## src/rtl/tod_pkg.sv

```systemverilog
// Shared limits and BCD helpers for the time-of-day counter and its digit counters.
package tod_pkg;

    localparam logic [7:0] SEC_MAX  = 8'h59;
    localparam logic [7:0] MIN_MAX  = 8'h59;
    localparam logic [7:0] HR24_MAX = 8'h23;
    localparam logic [7:0] HR12_MAX = 8'h12;
    localparam logic [7:0] HR12_MIN = 8'h01;
    localparam logic [7:0] BCD_ZERO = 8'h00;

    // Both digits must be decimal; once they are, packed BCD orders like binary.
    function automatic logic bcd_in_range(input logic [7:0] v,
                                          input logic [7:0] lo,
                                          input logic [7:0] hi);
        return (v[7:4] <= 4'd9) && (v[3:0] <= 4'd9) && (v >= lo) && (v <= hi);
    endfunction

    function automatic logic tod_load_valid(input logic [7:0] hh,
                                            input logic [7:0] mm,
                                            input logic [7:0] ss,
                                            input logic       mode_24h);
        logic hh_ok;
        hh_ok = mode_24h ? bcd_in_range(hh, BCD_ZERO, HR24_MAX)
                         : bcd_in_range(hh, HR12_MIN, HR12_MAX);
        return hh_ok && bcd_in_range(mm, BCD_ZERO, MIN_MAX)
                     && bcd_in_range(ss, BCD_ZERO, SEC_MAX);
    endfunction

    function automatic logic [7:0] bcd_inc(input logic [7:0] v);
        if (v[3:0] == 4'd9)
            return {v[7:4] + 4'd1, 4'd0};
        else
            return {v[7:4], v[3:0] + 4'd1};
    endfunction

endpackage

```

## src/rtl/bcd_mod_counter.sv

```systemverilog
// Two-digit packed-BCD counter wrapping MAX -> MIN, with synchronous clear and parallel load.
module bcd_mod_counter
    import tod_pkg::*;
#(
    parameter logic [7:0] MIN = 8'h00,
    parameter logic [7:0] MAX = 8'h59,
    parameter logic [7:0] RST = MIN
) (
    input  logic       i_clk,
    input  logic       i_clr,
    input  logic       i_inc,
    input  logic       i_ld,
    input  logic [7:0] i_d,
    output logic [7:0] o_q,
    output logic       o_carry
);

    logic [7:0] r_q;

    always_ff @(posedge i_clk) begin
        if (i_clr)
            r_q <= RST;
        else if (i_ld)
            r_q <= i_d;
        else if (i_inc)
            r_q <= (r_q == MAX) ? MIN : bcd_inc(r_q);
    end

    assign o_q     = r_q;
    assign o_carry = i_inc & (r_q == MAX);

endmodule

```

## src/rtl/time_of_day_counter.sv

```systemverilog
// HH:MM:SS packed-BCD clock with 1 Hz prescaler, parallel load and second/minute/day ticks.
module time_of_day_counter
    import tod_pkg::*;
#(
    parameter int TICK_DIV = 50_000_000,
    parameter bit MODE_24H = 1'b1
) (
    input  logic       i_clk,
    input  logic       i_clr,
    input  logic       i_run,
    input  logic       i_ld,
    input  logic [7:0] i_ld_hh,
    input  logic [7:0] i_ld_mm,
    input  logic [7:0] i_ld_ss,
    input  logic       i_ld_pm,
    output logic [7:0] o_hh,
    output logic [7:0] o_mm,
    output logic [7:0] o_ss,
    output logic       o_pm,
    output logic       o_sec_tick,
    output logic       o_min_tick,
    output logic       o_day_tick,
    output logic       o_load_err
);

    localparam int              PW         = (TICK_DIV > 1) ? $clog2(TICK_DIV) : 1;
    localparam logic [PW-1:0]   PRESC_LAST = PW'(TICK_DIV - 1);
    localparam logic [7:0]      HR_MIN     = MODE_24H ? BCD_ZERO : HR12_MIN;
    localparam logic [7:0]      HR_MAX     = MODE_24H ? HR24_MAX : HR12_MAX;
    localparam logic [7:0]      HR_RST     = MODE_24H ? BCD_ZERO : HR12_MAX;

    logic [PW-1:0] r_presc;
    logic          r_pm;
    logic          r_sec_tick;
    logic          r_min_tick;
    logic          r_day_tick;
    logic          r_load_err;

    logic          w_ld_valid;
    logic          w_ld_ok;
    logic          w_adv;
    logic          w_ss_carry;
    logic          w_mm_carry;
    logic          w_hh_carry;
    logic          w_pm_flip;
    logic          w_day;
    logic [7:0]    w_hh;
    logic [7:0]    w_mm;
    logic [7:0]    w_ss;

    assign w_ld_valid = tod_load_valid(i_ld_hh, i_ld_mm, i_ld_ss, MODE_24H);
    assign w_ld_ok    = i_ld & w_ld_valid;
    // Any load strobe, accepted or rejected, suppresses the advance for that cycle.
    assign w_adv      = i_run & ~i_ld & (r_presc == PRESC_LAST);

    bcd_mod_counter #(.MIN(BCD_ZERO), .MAX(SEC_MAX), .RST(BCD_ZERO)) u_ss (
        .i_clk   (i_clk),
        .i_clr   (i_clr),
        .i_inc   (w_adv),
        .i_ld    (w_ld_ok),
        .i_d     (i_ld_ss),
        .o_q     (w_ss),
        .o_carry (w_ss_carry)
    );

    bcd_mod_counter #(.MIN(BCD_ZERO), .MAX(MIN_MAX), .RST(BCD_ZERO)) u_mm (
        .i_clk   (i_clk),
        .i_clr   (i_clr),
        .i_inc   (w_ss_carry),
        .i_ld    (w_ld_ok),
        .i_d     (i_ld_mm),
        .o_q     (w_mm),
        .o_carry (w_mm_carry)
    );

    bcd_mod_counter #(.MIN(HR_MIN), .MAX(HR_MAX), .RST(HR_RST)) u_hh (
        .i_clk   (i_clk),
        .i_clr   (i_clr),
        .i_inc   (w_mm_carry),
        .i_ld    (w_ld_ok),
        .i_d     (i_ld_hh),
        .o_q     (w_hh),
        .o_carry (w_hh_carry)
    );

    // In 12h mode the meridiem flips on 11->12; midnight is 11 PM rolling into 12 AM.
    assign w_pm_flip = ~MODE_24H & w_mm_carry & (w_hh == 8'h11);
    assign w_day     = MODE_24H ? w_hh_carry : (w_pm_flip & r_pm);

    always_ff @(posedge i_clk) begin
        if (i_clr)
            r_presc <= '0;
        else if (w_ld_ok)
            r_presc <= '0;
        else if (i_run & ~i_ld)
            r_presc <= (r_presc == PRESC_LAST) ? '0 : r_presc + PW'(1);
    end

    always_ff @(posedge i_clk) begin
        if (i_clr)
            r_pm <= 1'b0;
        else if (w_ld_ok)
            r_pm <= MODE_24H ? 1'b0 : i_ld_pm;
        else if (w_pm_flip)
            r_pm <= ~r_pm;
    end

    always_ff @(posedge i_clk) begin
        if (i_clr) begin
            r_sec_tick <= 1'b0;
            r_min_tick <= 1'b0;
            r_day_tick <= 1'b0;
            r_load_err <= 1'b0;
        end else begin
            r_sec_tick <= w_adv;
            r_min_tick <= w_ss_carry;
            r_day_tick <= w_day;
            r_load_err <= i_ld & ~w_ld_valid;
        end
    end

    assign o_hh       = w_hh;
    assign o_mm       = w_mm;
    assign o_ss       = w_ss;
    assign o_pm       = r_pm;
    assign o_sec_tick = r_sec_tick;
    assign o_min_tick = r_min_tick;
    assign o_day_tick = r_day_tick;
    assign o_load_err = r_load_err;

endmodule

```

## config.mk

```make
export PLATFORM = sky130hd
export DESIGN_NAME = time_of_day_counter
export DESIGN_NICKNAME = d
export VERILOG_FILES = /design/src/rtl/tod_pkg.sv /design/src/rtl/bcd_mod_counter.sv /design/src/rtl/time_of_day_counter.sv
export SDC_FILE = /design/constraint.sdc
export NUM_CORES = 1
export LEC_CHECK = 0
export CAP_MARGIN = 20
export CORE_UTILIZATION = 56
export DETAILED_ROUTE_END_ITERATION = 6
export PLACE_DENSITY = 0.87
export SETUP_SLACK_MARGIN = 0.2
export SLEW_MARGIN = 20
export SYNTH_ARGS = -nofsm -noshare
export SYNTH_HDL_FRONTEND = slang
export SYNTH_SLANG_ARGS = --single-unit
```

## constraint.sdc

```tcl
create_clock -name i_clk -period 6.6 [get_ports i_clk]
set_input_delay 1.65 -clock i_clk [delete_from_list [all_inputs] [get_ports i_clk]]
set_output_delay 1.65 -clock i_clk [all_outputs]
set_load 0.02 [all_outputs]
```

==> metrics.log <==
[metrics] hold path startpoint: r_presc[25]
[metrics] buffers inserted during post-CTS setup optimization: 0
[metrics] yosys synthesis warning count: 0
[metrics] die outline height: between 70 and 80 um
[metrics] Longest Clk Path Bufs: 2
[metrics] number of nets in the finished design: 450
[metrics] Routed Wire Length: between 7000 and 8000 um
[metrics] post-detailed-route count of antenna-violating nets: 0
[metrics] DRC: 0
[metrics] P_leak: 1.26 nW
[metrics] level count of the clock H-tree: 2
[metrics] relative max-transition margin: 35.6%
[metrics] critical-path cell list: clkdlybuf4s50_1, nand3b_1, nor4_1, nand3_2, or4_1, a21oi_1
[metrics] net count of the mapped netlist: just over 400
[metrics] worst-margin pin slew: 963 ps
[metrics] fraction of final layout cells sized beyond drive strength 1: 5.60%
[metrics] Core Rows: 26
[metrics] Setup Total Neg Slack: 0 ps
[metrics] vias in the first global route: around 2.6k
[metrics] Min Clock Period, post-route: around 4000 ps
[metrics] Placed Instance Area: approximately 3600 um2
[metrics] placer congestion estimate: about 0.84
[metrics] number of pins exceeding their max-slew limit in the final report: 0
[metrics] final clock period utilization by the worst path: between 60% and 70%
[metrics] core area: a little over 5000 um2
[metrics] flip-flop and latch area: 1080 um2
[metrics] Data arrival, critical path: 4280 ps
[metrics] cell area after synthesis: around 3000 um2
[metrics] kind of start point of the critical path: input port
[metrics] share of the yosys chip area belonging to registers: between 30% and 40%
[metrics] global-route total usage across every layer: 27.4%
[metrics] RSZ-0062 raised after global routing: no
[metrics] number of standard cells in the layout, taps in and fillers out: between 400 and 500
[metrics] result of the run: completed
[metrics] worst-case clock skew: between 7 and 8 ps
[metrics] starting DRC count in detailed routing: 186
[metrics] total die area: around 5700 um2
[metrics] number of buffers created by CTS: 5
[metrics] post-route standard cell area excluding fillers: approximately 3700 um2
[metrics] EDFF count, synth: 0
[metrics] mean routed wirelength per cell: roughly 16 um
[metrics] share of the synthesized area in the top cell type: 35.8%
[metrics] mean number of vias per cell: between 6 and 7
[metrics] placed instance count: between 400 and 500
[metrics] synthesized area per cell: between 8 and 9 um2
[metrics] Crit path largest cell delay: slightly above 800 ps
[metrics] final critical-path setup slack: 2560 ps
[metrics] count of endpoints failing hold in the final timing report: 0
[metrics] maximum ir drop on the vdd rail: 107 uV
[metrics] slowest cell on the critical path: nor4_1
[metrics] Clk Tree Root Cell: clkbuf_8
[metrics] most used flip-flop cell after synthesis: dfxtp_1
[metrics] wire length of the first global-routing pass: 11900 um
[metrics] antenna violations before repair: 0
[metrics] cell class contributing the biggest share of worst-path delay: simple AND/OR/NAND/NOR gates
[metrics] Worst Setup End Kind: flip-flop
[metrics] worst endpoint required time: between 6000 and 7000 ps
[metrics] I/O pin total: 58
[metrics] cell types occupying the most area after synthesis: dfxtp_1 (36%), nor2_1 (6.6%), xnor2_1 (4.9%), ha_1 (4.6%), nand3_1 (3.8%)
[metrics] critical path peak fanout: 6
[metrics] Die W: approximately 75 um
[metrics] clk slew on worst S/H paths: 100 ps
[metrics] post-cts resize count: 0
[metrics] flop2flop setup slack: approximately 3900 ps
[metrics] Post-synth ARST share: 0%
[metrics] Bufs and invs on worst path: 1
[metrics] worst r2r src: r_presc[0]
[metrics] TritonCTS clock tree: done
[metrics] number of filler instances in the final layout: approximately 420
[metrics] top cell type by total area after synthesis: dfxtp_1
[metrics] Gate Count Post-Synth: about 360
[metrics] synthesis-to-finish area growth: 22.1%
[metrics] smallest hold slack: between 400 and 500 ps
[metrics] CTS hold repair buffers: 0
[metrics] worst hold path type: reg -> reg
[metrics] classification of the worst setup path: in -> reg
[metrics] footprint of the multi-input gates: 1810 um2
[metrics] number of antenna repair diodes: 0
[metrics] register bit count reported by yosys: 54
[metrics] clock network latency to the later pin of the worst-skew pair: 310 ps
[metrics] total congestion overflow: 0
[metrics] clk sink count: 54
[metrics] starting utilization of the core area: about 59%
[metrics] via count: between 2k and 3k
[metrics] pin count of the biggest net entering global routing: 29
[metrics] Max Fclk: between 0.2 and 0.25 GHz
[metrics] count of endpoints failing setup in the final report: 0
[metrics] Power Dens Cells: approximately 150 nW/um2
[metrics] CP Launch Point: i_ld
[metrics] distinct cell type count of the synthesized netlist: between 50 and 60
[metrics] post-placement worst setup slack: between 2000 and 2500 ps
[metrics] router iterations before antenna repair: 5
[metrics] half-perimeter wire length after placement: between 5000 and 6000 um
[metrics] number of input and output port buffers inserted: 55
[metrics] max-cap violations: 0
==> worst reg2reg max path, stage by stage (launching register included) <==
cell and delay (ps):
dfxtp_1 430, ha_1 240, nand3b_1 200, nor4_1 810
nand3_2 280, or4_1 560, a21oi_1 140
==> final timing paths <==
kind | endpoint | cells past startpoint
worst min register to register | r_presc[25] | 2
worst min-delay path | r_presc[25] | 2
worst max-delay path | u_mm.o_q[7] | 6
worst max register to register | u_mm.o_q[7] | 6
==> state kept, by name (all words and copies together), names as in the netlist <==
register	flops
o_day_tick	1
u_mm.o_q	8
o_load_err	1
r_presc	26
o_sec_tick	1
u_ss.o_q	8
o_min_tick	1
u_hh.o_q	8
==> power by group <==
group          switching, mW  internal [mW]  leakage (nW)
clock network          0.116         0.0768        0.0447
logic                 0.0164         0.0196         0.784
registers            0.00163          0.327         0.435
total                  0.134          0.423          1.26
==> cell type report <==
| cell class | instances | share of cell area (%) |
|---|---|---|
| Clock inverter | 3 | 0.678 |
| Multi-Input combinational cell | 277 | 49.1 |
| Inverter | 17 | 1.73 |
| Clock buffer | 5 | 1.87 |
| Timing Repair Buffer | 55 | 14.9 |
| Sequential cell | 54 | 29.3 |
| Tap cell | 70 | 2.37 |
==> metrics by stage <==
stage	power (mW)	utilization (%)
6_report	0.557	71.8
5_1_grt	0.577	71.8
4_1_cts	0.562	71.8
3_5_place_dp	0.372	69.9
3_3_place_gp	0.371	69.9
2_1_floorplan	0.349	-
==> synth_stat cells, drive strengths merged (10+ instances only) <==
master  instances
dfxtp          54
nor2           53
nand2          14
xnor2          17
nand3          24
ha             11
nand4          16
inv            17
nor3           10
a21oi          13
clkbuf         15
o21ai          13
==> kinds of logic after synthesis <==
logic type                 after synthesis  share of synthesized area, %
xor gates and xnor gates                22                          6.38
DFF                                     54                          35.8
and+or+nand+nor                        174                          32.8
AOI/OAI and AO/OA                       61                          13.4
adders and majority gates               11                          4.56
buffers and inverters                   33                          4.23
other                                    1                         0.124
muxes                                    8                          2.69
==> layout by cell type (no fill, tap or decap), types with 7 or more instances in the layout <==
cell type	count
xnor2_1	17
mux2i_1	7
a211oi_1	9
ha_1	11
nand3b_1	7
nor3_1	9
nand2_1	14
nand3_1	23
nand4_1	16
a21oi_1	13
inv_1	17
clkdlybuf4s50_1	55
nor4_1	7
nor2_1	53
dfxtp_1	54
o21ai_0	13
==> metal layers <==
metal | GRT usage [%] | up-vias | wire length (um)
met1 | 36.8 | 1380 | 3330
met2 | 44.3 | 113 | 3540
met5 | 0 | - | 0
met3 | 4.23 | 16 | 458
li1 | - | 1408 | -
met4 | 10.9 | 0 | 148
Power figures use the tool's default switching activity.
